<file path="config.mk">
export PLATFORM = sky130hd
export DESIGN_NAME = binary_adder_32_bit_serial_flat
export DESIGN_NICKNAME = d
export VERILOG_FILES = /design/src/rtl/binary_adder_32_bit_serial_if.sv /design/src/rtl/binary_adder_32_bit_serial.sv /design/src/flat_wrapper.sv
export SDC_FILE = /design/constraint.sdc
export NUM_CORES = 1
export LEC_CHECK = 0
export ABC_AREA = 0
export BUFFER_PORTS_ARGS = -buffer_cell sky130_fd_sc_hd__buf_2
export CAP_MARGIN = 20
export CORE_MARGIN = 3
export CORE_UTILIZATION = 48
export CTS_BUF_LIST = sky130_fd_sc_hd__clkbuf_16
export DETAILED_ROUTE_END_ITERATION = 7
export GPL_ROUTABILITY_DRIVEN = 0
export PLACE_DENSITY_LB_ADDON = 0.08
export SYNTH_ARGS = -nofsm -noshare
export SYNTH_HDL_FRONTEND = slang
export SYNTH_SLANG_ARGS = --single-unit
</file>
<file path="constraint.sdc">
create_clock -name clk -period 1.4 [get_ports clk]
set_clock_uncertainty 0.1 [all_clocks]
set_input_delay 0.35 -clock clk [delete_from_list [all_inputs] [get_ports clk]]
set_output_delay 0.35 -clock clk [all_outputs]
set_load 0.05 [all_outputs]
</file>
<file path="src/rtl/binary_adder_32_bit_serial_if.sv">
// ============================================================================
// binary_adder_32_bit_serial_if : start/done operand and result bundle
// Rev 1.0
// ============================================================================
`default_nettype none

interface binary_adder_32_bit_serial_if #(
   parameter int WIDTH = 32
);
   logic             start;
   logic [WIDTH-1:0] x;
   logic [WIDTH-1:0] y;
   logic             c0;
   logic             busy;
   logic             done;
   logic [WIDTH-1:0] s;
   logic             c32;

   modport master (
      output start, x, y, c0,
      input  busy, done, s, c32
   );

   modport slave (
      input  start, x, y, c0,
      output busy, done, s, c32
   );
endinterface

`default_nettype wire

</file>
<file path="src/rtl/binary_adder_32_bit_serial.sv">
// ============================================================================
// binary_adder_32_bit_serial : bit-serial {c32, s} = x + y + c0, one bit/clock
// Rev 1.0
// ============================================================================
`default_nettype none

module binary_adder_32_bit_serial #(
   parameter int WIDTH = 32,
   parameter int CNT_W = 6
) (
   input  wire                               clk,
   input  wire                               rst_n,
   binary_adder_32_bit_serial_if.slave       bus
);

   typedef enum logic [1:0] {
      ST_IDLE = 2'd0,
      ST_RUN  = 2'd1,
      ST_DONE = 2'd2
   } state_t;

   localparam logic [CNT_W-1:0] LAST_BIT = CNT_W'(WIDTH - 1);

   state_t            state_q, state_d;
   logic [WIDTH-1:0]  xr_q, xr_d;
   logic [WIDTH-1:0]  yr_q, yr_d;
   logic [WIDTH-1:0]  s_q, s_d;
   logic [CNT_W-1:0]  cnt_q, cnt_d;
   logic              cy_q, cy_d;
   logic              c32_q, c32_d;
   logic              busy_q, busy_d;
   logic              done_q, done_d;

   // The single full-adder cell shared across all bit positions.
   logic              sum_bit;
   logic              carry_out;

   always_comb begin
      sum_bit   = xr_q[0] ^ yr_q[0] ^ cy_q;
      carry_out = (xr_q[0] & yr_q[0]) | (xr_q[0] & cy_q) | (yr_q[0] & cy_q);
   end

   always_ff @(posedge clk or negedge rst_n) begin
      if (!rst_n) begin
         state_q <= ST_IDLE;
         xr_q    <= '0;
         yr_q    <= '0;
         s_q     <= '0;
         cnt_q   <= '0;
         cy_q    <= 1'b0;
         c32_q   <= 1'b0;
         busy_q  <= 1'b0;
         done_q  <= 1'b0;
      end else begin
         state_q <= state_d;
         xr_q    <= xr_d;
         yr_q    <= yr_d;
         s_q     <= s_d;
         cnt_q   <= cnt_d;
         cy_q    <= cy_d;
         c32_q   <= c32_d;
         busy_q  <= busy_d;
         done_q  <= done_d;
      end
   end

   always_comb begin
      state_d = state_q;
      xr_d    = xr_q;
      yr_d    = yr_q;
      s_d     = s_q;
      cnt_d   = cnt_q;
      cy_d    = cy_q;
      c32_d   = c32_q;
      busy_d  = busy_q;
      done_d  = 1'b0;

      case (state_q)
         ST_IDLE, ST_DONE: begin
            // DONE accepts a new start exactly like IDLE for back-to-back use.
            if (bus.start) begin
               xr_d    = bus.x;
               yr_d    = bus.y;
               cy_d    = bus.c0;
               cnt_d   = '0;
               busy_d  = 1'b1;
               state_d = ST_RUN;
            end else begin
               busy_d  = 1'b0;
               state_d = ST_IDLE;
            end
         end

         ST_RUN: begin
            s_d   = {sum_bit, s_q[WIDTH-1:1]};
            cy_d  = carry_out;
            xr_d  = {1'b0, xr_q[WIDTH-1:1]};
            yr_d  = {1'b0, yr_q[WIDTH-1:1]};
            cnt_d = cnt_q + 1'b1;
            if (cnt_q == LAST_BIT) begin
               c32_d   = carry_out;
               done_d  = 1'b1;
               busy_d  = 1'b0;
               state_d = ST_DONE;
            end
         end

         default: begin
            busy_d  = 1'b0;
            state_d = ST_IDLE;
         end
      endcase
   end

   assign bus.busy = busy_q;
   assign bus.done = done_q;
   assign bus.s    = s_q;
   assign bus.c32  = c32_q;

endmodule

`default_nettype wire

</file>
<file path="src/flat_wrapper.sv">
// flat-port wrapper written by rule: the top's interface ports become plain ports
module binary_adder_32_bit_serial_flat 
#(
   parameter int WIDTH = 32,
   parameter int CNT_W = 6
)
  (clk, rst_n, bus_start, bus_x, bus_y, bus_c0, bus_busy, bus_done, bus_s, bus_c32);
  binary_adder_32_bit_serial_if #(.WIDTH(WIDTH)) bus_i ();
  input  wire clk;
  input  wire rst_n;
  input wire logic [$bits(bus_i.start)-1:0] bus_start;
  input wire logic [$bits(bus_i.x)-1:0] bus_x;
  input wire logic [$bits(bus_i.y)-1:0] bus_y;
  input wire logic [$bits(bus_i.c0)-1:0] bus_c0;
  output wire logic [$bits(bus_i.busy)-1:0] bus_busy;
  output wire logic [$bits(bus_i.done)-1:0] bus_done;
  output wire logic [$bits(bus_i.s)-1:0] bus_s;
  output wire logic [$bits(bus_i.c32)-1:0] bus_c32;
  assign bus_i.start = bus_start;
  assign bus_i.x = bus_x;
  assign bus_i.y = bus_y;
  assign bus_i.c0 = bus_c0;
  assign bus_busy = bus_i.busy;
  assign bus_done = bus_i.done;
  assign bus_s = bus_i.s;
  assign bus_c32 = bus_i.c32;
  binary_adder_32_bit_serial #(.WIDTH(WIDTH), .CNT_W(CNT_W)) u_core (.clk(clk), .rst_n(rst_n), .bus(bus_i));
endmodule
</file>
==> impl_metrics.sql <==
INSERT INTO impl_metrics (metric_group, metric, value, unit) VALUES
('outcome', 'run_status', 'finished, final reports clean', ''),
('sta', 'timing.final.setup_violations', '0', ''),
('finish', 'postLayoutCoreUtil', '67.1', '%'),
('global_route', 'globalRouteMet1Util', '27.9', '%'),
('floorplan', 'dieHeight', '103', 'µm'),
('route', 'post_drt_wl_per_cell', '14.8', 'µm'),
('clocking', 'cts_inserted_buffers', '9', ''),
('finish', 'finalInstanceArea', '6020', 'µm²'),
('finish', 'layout.nets', '652', ''),
('power', 'p_sw', '5.65', 'mW'),
('critical_path', 'critical_path_class', 'reg -> reg', ''),
('route', 'route.antenna.remaining_nets', '0', ''),
('logic_synthesis', 'synth_enable_flop_cells', '0', ''),
('critical_path', 'regToRegSetupSlack', '0.02', 'ns'),
('clocking', 'tritoncts', 'yes', ''),
('global_route', 'global_route_wire_length_before_repair', '17.5', 'mm'),
('logic_synthesis', 'number_of_storage_elements_in_the_synthesis_netlist', '108', ''),
('route', 'drt-total-wl', '10.5', 'mm'),
('sta', 'maxClockFrequency', '0.726', 'GHz'),
('power', 'internal-power', '8.34', 'mW'),
('route', 'dr.first_iter.drc_count', '185', ''),
('logic_synthesis', 'yosysWarnings', '0', ''),
('placed_design', 'detailed_place_hpwl', '6.89', 'mm'),
('critical_path', 'critPathLaunchType', 'flip-flop', ''),
('route', 'drc_markers', '0', ''),
('floorplan', 'ioPinCount', '103', ''),
('worst_hold_path', 'timing.hold.worst.class', 'in -> reg', ''),
('logic_synthesis', 'yosys.cell_types.count', '24', ''),
('critical_path', 'worst_r2r_endpoint', 'u_core.cnt_q[5]$_DFFE_PN0P_', ''),
('floorplan', 'start_util', '50.8', '%'),
('global_route', 'grt_max_degree', '44', ''),
('global_route', 'global_route_hottest_layer', 'met2', ''),
('power', 'fin_total_pwr', '14.0', 'mW'),
('finish', 'n_fill_cell', '691', ''),
('placed_design', 'portBuffers', '102', ''),
('sta', 'final_max_slew_viol_count', '0', ''),
('logic_synthesis', 'syn_area_per_cell', '9.84', 'µm²'),
('floorplan', 'die_x', '103', 'µm'),
('sta', 'worstMarginPinSlew', '0.359', 'ns'),
('clocking', 'clock_tree.buffer_depth', '2', ''),
('logic_synthesis', 'yosysSeqAreaShare', '59.3', '%'),
('clocking', 'clock_sinks', '108', ''),
('critical_path', 'worstSetupEndpoint', 'u_core.cnt_q[5]$_DFFE_PN0P_', ''),
('route', 'vias', '3774', ''),
('logic_synthesis', 'async_flop_share', '100', '%'),
('critical_path', 'critical_path.startpoint', 'u_core.state_q[1]$_DFFE_PN0P_', ''),
('placed_design', 'placed_cell_area', '5320', 'µm²'),
('global_route', 'antenna_found_initial', '0', ''),
('floorplan', 'die_area', '10700', 'µm²'),
('power', 'peakVddDrop', '1.13', 'mV'),
('sta', 'whs', '0.117', 'ns'),
('floorplan', 'core_area', '8980', 'µm²'),
('global_route', 'grtUsageMet3', '5.43', '%'),
('clocking', 'htree_levels', '3', ''),
('global_route', 'gr-usage-met2', '33.4', '%'),
('clocking', 'clkLatencyLatePin', '0.34', 'ns'),
('clocking', 'buffer_type_at_the_clock_tree_root', 'sky130_fd_sc_hd__clkbuf_16', ''),
('critical_path', 'cp_data_required_time', '1.52', 'ns'),
('sta', 'post-route-min-period', '1.38', 'ns'),
('global_route', 'gr-total-overflow', '0', ''),
('logic_synthesis', 'post_synth_instance_area', '4560', 'µm²'),
('route', 'route.detailed.vias_per_inst', '5.29', ''),
('critical_path', 'kind_of_end_point_of_the_critical_path', 'flip-flop', ''),
('sta', 'final_hold_viol_count', '0', ''),
('logic_synthesis', 'syn-instance-count', '463', ''),
('global_route', 'grt_usage', '20.9', '%'),
('floorplan', 'fp-row-count', '34', ''),
('power', 'power_leakage', '3.12', 'nW'),
('critical_path', 'r2r_start', 'u_core.state_q[1]$_DFFE_PN0P_', ''),
('sta', 'fin_crit_sh', '98.4', '%'),
('critical_path', 'arrival', '1.50', 'ns');
flip-flops by register name, summed over array words and instances (netlist names):
name / flops
u_core.bus.busy: 1
u_core.bus.c32: 1
u_core.bus.done: 1
u_core.bus.s: 32
u_core.cnt_q: 6
u_core.cy_q: 1
u_core.state_q: 2
u_core.xr_q: 32
u_core.yr_q: 32
cell families after synthesis:
family                   Yosys count  synth area share, %
AO/OA/AOI/OAI                     70                 11.6
XOR/XNOR                           2                0.384
adder cells (fa/ha/maj)            2                0.714
buffers and inverters             37                 4.78
flip-flops                       108                 59.3
multiplexers                       4                0.906
AND/OR/NAND/NOR                  240                 22.4
what timing repair did:
action / CTS / global route
setup buffers: 1 / 13
endpoints found under the hold margin: 19 / 0
setup endpoints to repair: 39 / 67
hold buffers: 1 / 0
gates cloned: 0 / 1
resized for setup: 60 / 28
stage by stage:
step | setup WS [ns] | setup TNS [ns] | std cells
6_report | 0.0227 | 0 | 713
5_1_grt | -0.0376 | -0.179 | 713
4_1_cts | -0.00463 | -0.00463 | 699
3_5_place_dp | -0.0165 | -0.0165 | 681
3_3_place_gp | -0.00332 | -0.00332 | 681
2_1_floorplan | 0.0331 | 0 | 463
cells in the mapped netlist, types with 2 or more instances:
master / instances / area share (%)
sky130_fd_sc_hd__a22o_1: 5 / 0.96
sky130_fd_sc_hd__buf_2: 27 / 3.0
sky130_fd_sc_hd__nand2_1: 163 / 13
sky130_fd_sc_hd__buf_6: 4 / 0.99
sky130_fd_sc_hd__nor2_1: 3 / 0.25
sky130_fd_sc_hd__dfrtp_1: 108 / 59
sky130_fd_sc_hd__mux2i_1: 3 / 0.66
sky130_fd_sc_hd__xnor2_1: 2 / 0.38
sky130_fd_sc_hd__buf_4: 4 / 0.66
sky130_fd_sc_hd__o21ai_0: 2 / 0.22
sky130_fd_sc_hd__nand3_1: 64 / 7.0
sky130_fd_sc_hd__nor2b_1: 2 / 0.27
sky130_fd_sc_hd__a22oi_1: 63 / 10
sky130_fd_sc_hd__clkbuf_1: 2 / 0.16
sky130_fd_sc_hd__nand2b_1: 2 / 0.27
routing by layer:
| layer | up-vias | wire [µm] |
|---|---|---|
| met3 | 11 | 537 |
| met1 | 1852 | 4720 |
| met5 | - | 0 |
| li1 | 1823 | - |
| met4 | 0 | 115 |
| met2 | 88 | 5150 |
placed cells by master, fill, tap and decap left out, types with 2 or more instances in the layout:
cell type | Yosys | layout
sky130_fd_sc_hd__buf_4 | 4 | 30
sky130_fd_sc_hd__dfrtp_1 | 108 | 107
sky130_fd_sc_hd__xnor2_1 | 2 | 2
sky130_fd_sc_hd__mux2i_1 | 3 | 3
sky130_fd_sc_hd__a22oi_2 | 0 | 10
sky130_fd_sc_hd__clkinv_1 | 0 | 3
sky130_fd_sc_hd__o21ai_0 | 2 | 2
sky130_fd_sc_hd__nor2_1 | 3 | 3
sky130_fd_sc_hd__nand2_1 | 163 | 163
sky130_fd_sc_hd__buf_2 | 27 | 66
sky130_fd_sc_hd__inv_6 | 0 | 2
sky130_fd_sc_hd__a22oi_1 | 63 | 53
sky130_fd_sc_hd__nand3_1 | 64 | 64
sky130_fd_sc_hd__clkbuf_16 | 0 | 10
sky130_fd_sc_hd__a22o_1 | 5 | 5
sky130_fd_sc_hd__buf_12 | 0 | 7
sky130_fd_sc_hd__buf_6 | 4 | 39
worst min-delay path by stage:
stage                          from                            to  slack (ns)  cells past startpoint
after floorplan               rst_n   u_core.bus.busy$_DFFE_PN0P_       -0.05                      0
after global placement        rst_n    u_core.xr_q[7]$_DFFE_PN0P_        0.18                      1
after detailed placement      rst_n  u_core.bus.s[10]$_DFFE_PN0P_        0.19                      1
after CTS                 bus_y[23]   u_core.yr_q[23]$_DFFE_PN0P_        0.10                      3
after global routing      bus_x[25]   u_core.xr_q[25]$_DFFE_PN0P_        0.12                      3
final                     bus_x[21]   u_core.xr_q[21]$_DFFE_PN0P_        0.12                      3
area by class of cell:
class                      instances  area [µm²]  share of cell area (%)
sequential                       108        2700                    44.9
multi-input combinational        318        1710                    28.4
timing repair buffer             145        1180                    19.7
clock buffer                       9         225                    3.74
tap                              126         158                    2.62
clock inverter                     7        41.3                   0.686
critical path, cell delays in order (launching register included):
cell and delay [ns]:
sky130_fd_sc_hd__dfrtp_1 0.38, sky130_fd_sc_hd__and2b_4 0.34, sky130_fd_sc_hd__buf_12 0.18, sky130_fd_sc_hd__nand4_1 0.12
sky130_fd_sc_hd__mux2i_1 0.14
power groups by stage:
| stage | combinational [mW] | clock, mW | sequential [mW] |
|---|---|---|---|
| after floorplan | 2.70 | 0 | 6.53 |
| after CTS | 5.81 | 2.39 | 5.38 |
| final | 6.28 | 2.31 | 5.40 |
| after global placement | 5.27 | 0 | 5.32 |
| after global routing | 6.94 | 2.51 | 5.55 |
| after detailed placement | 5.39 | 0 | 5.36 |
Power figures use the tool's default switching activity.
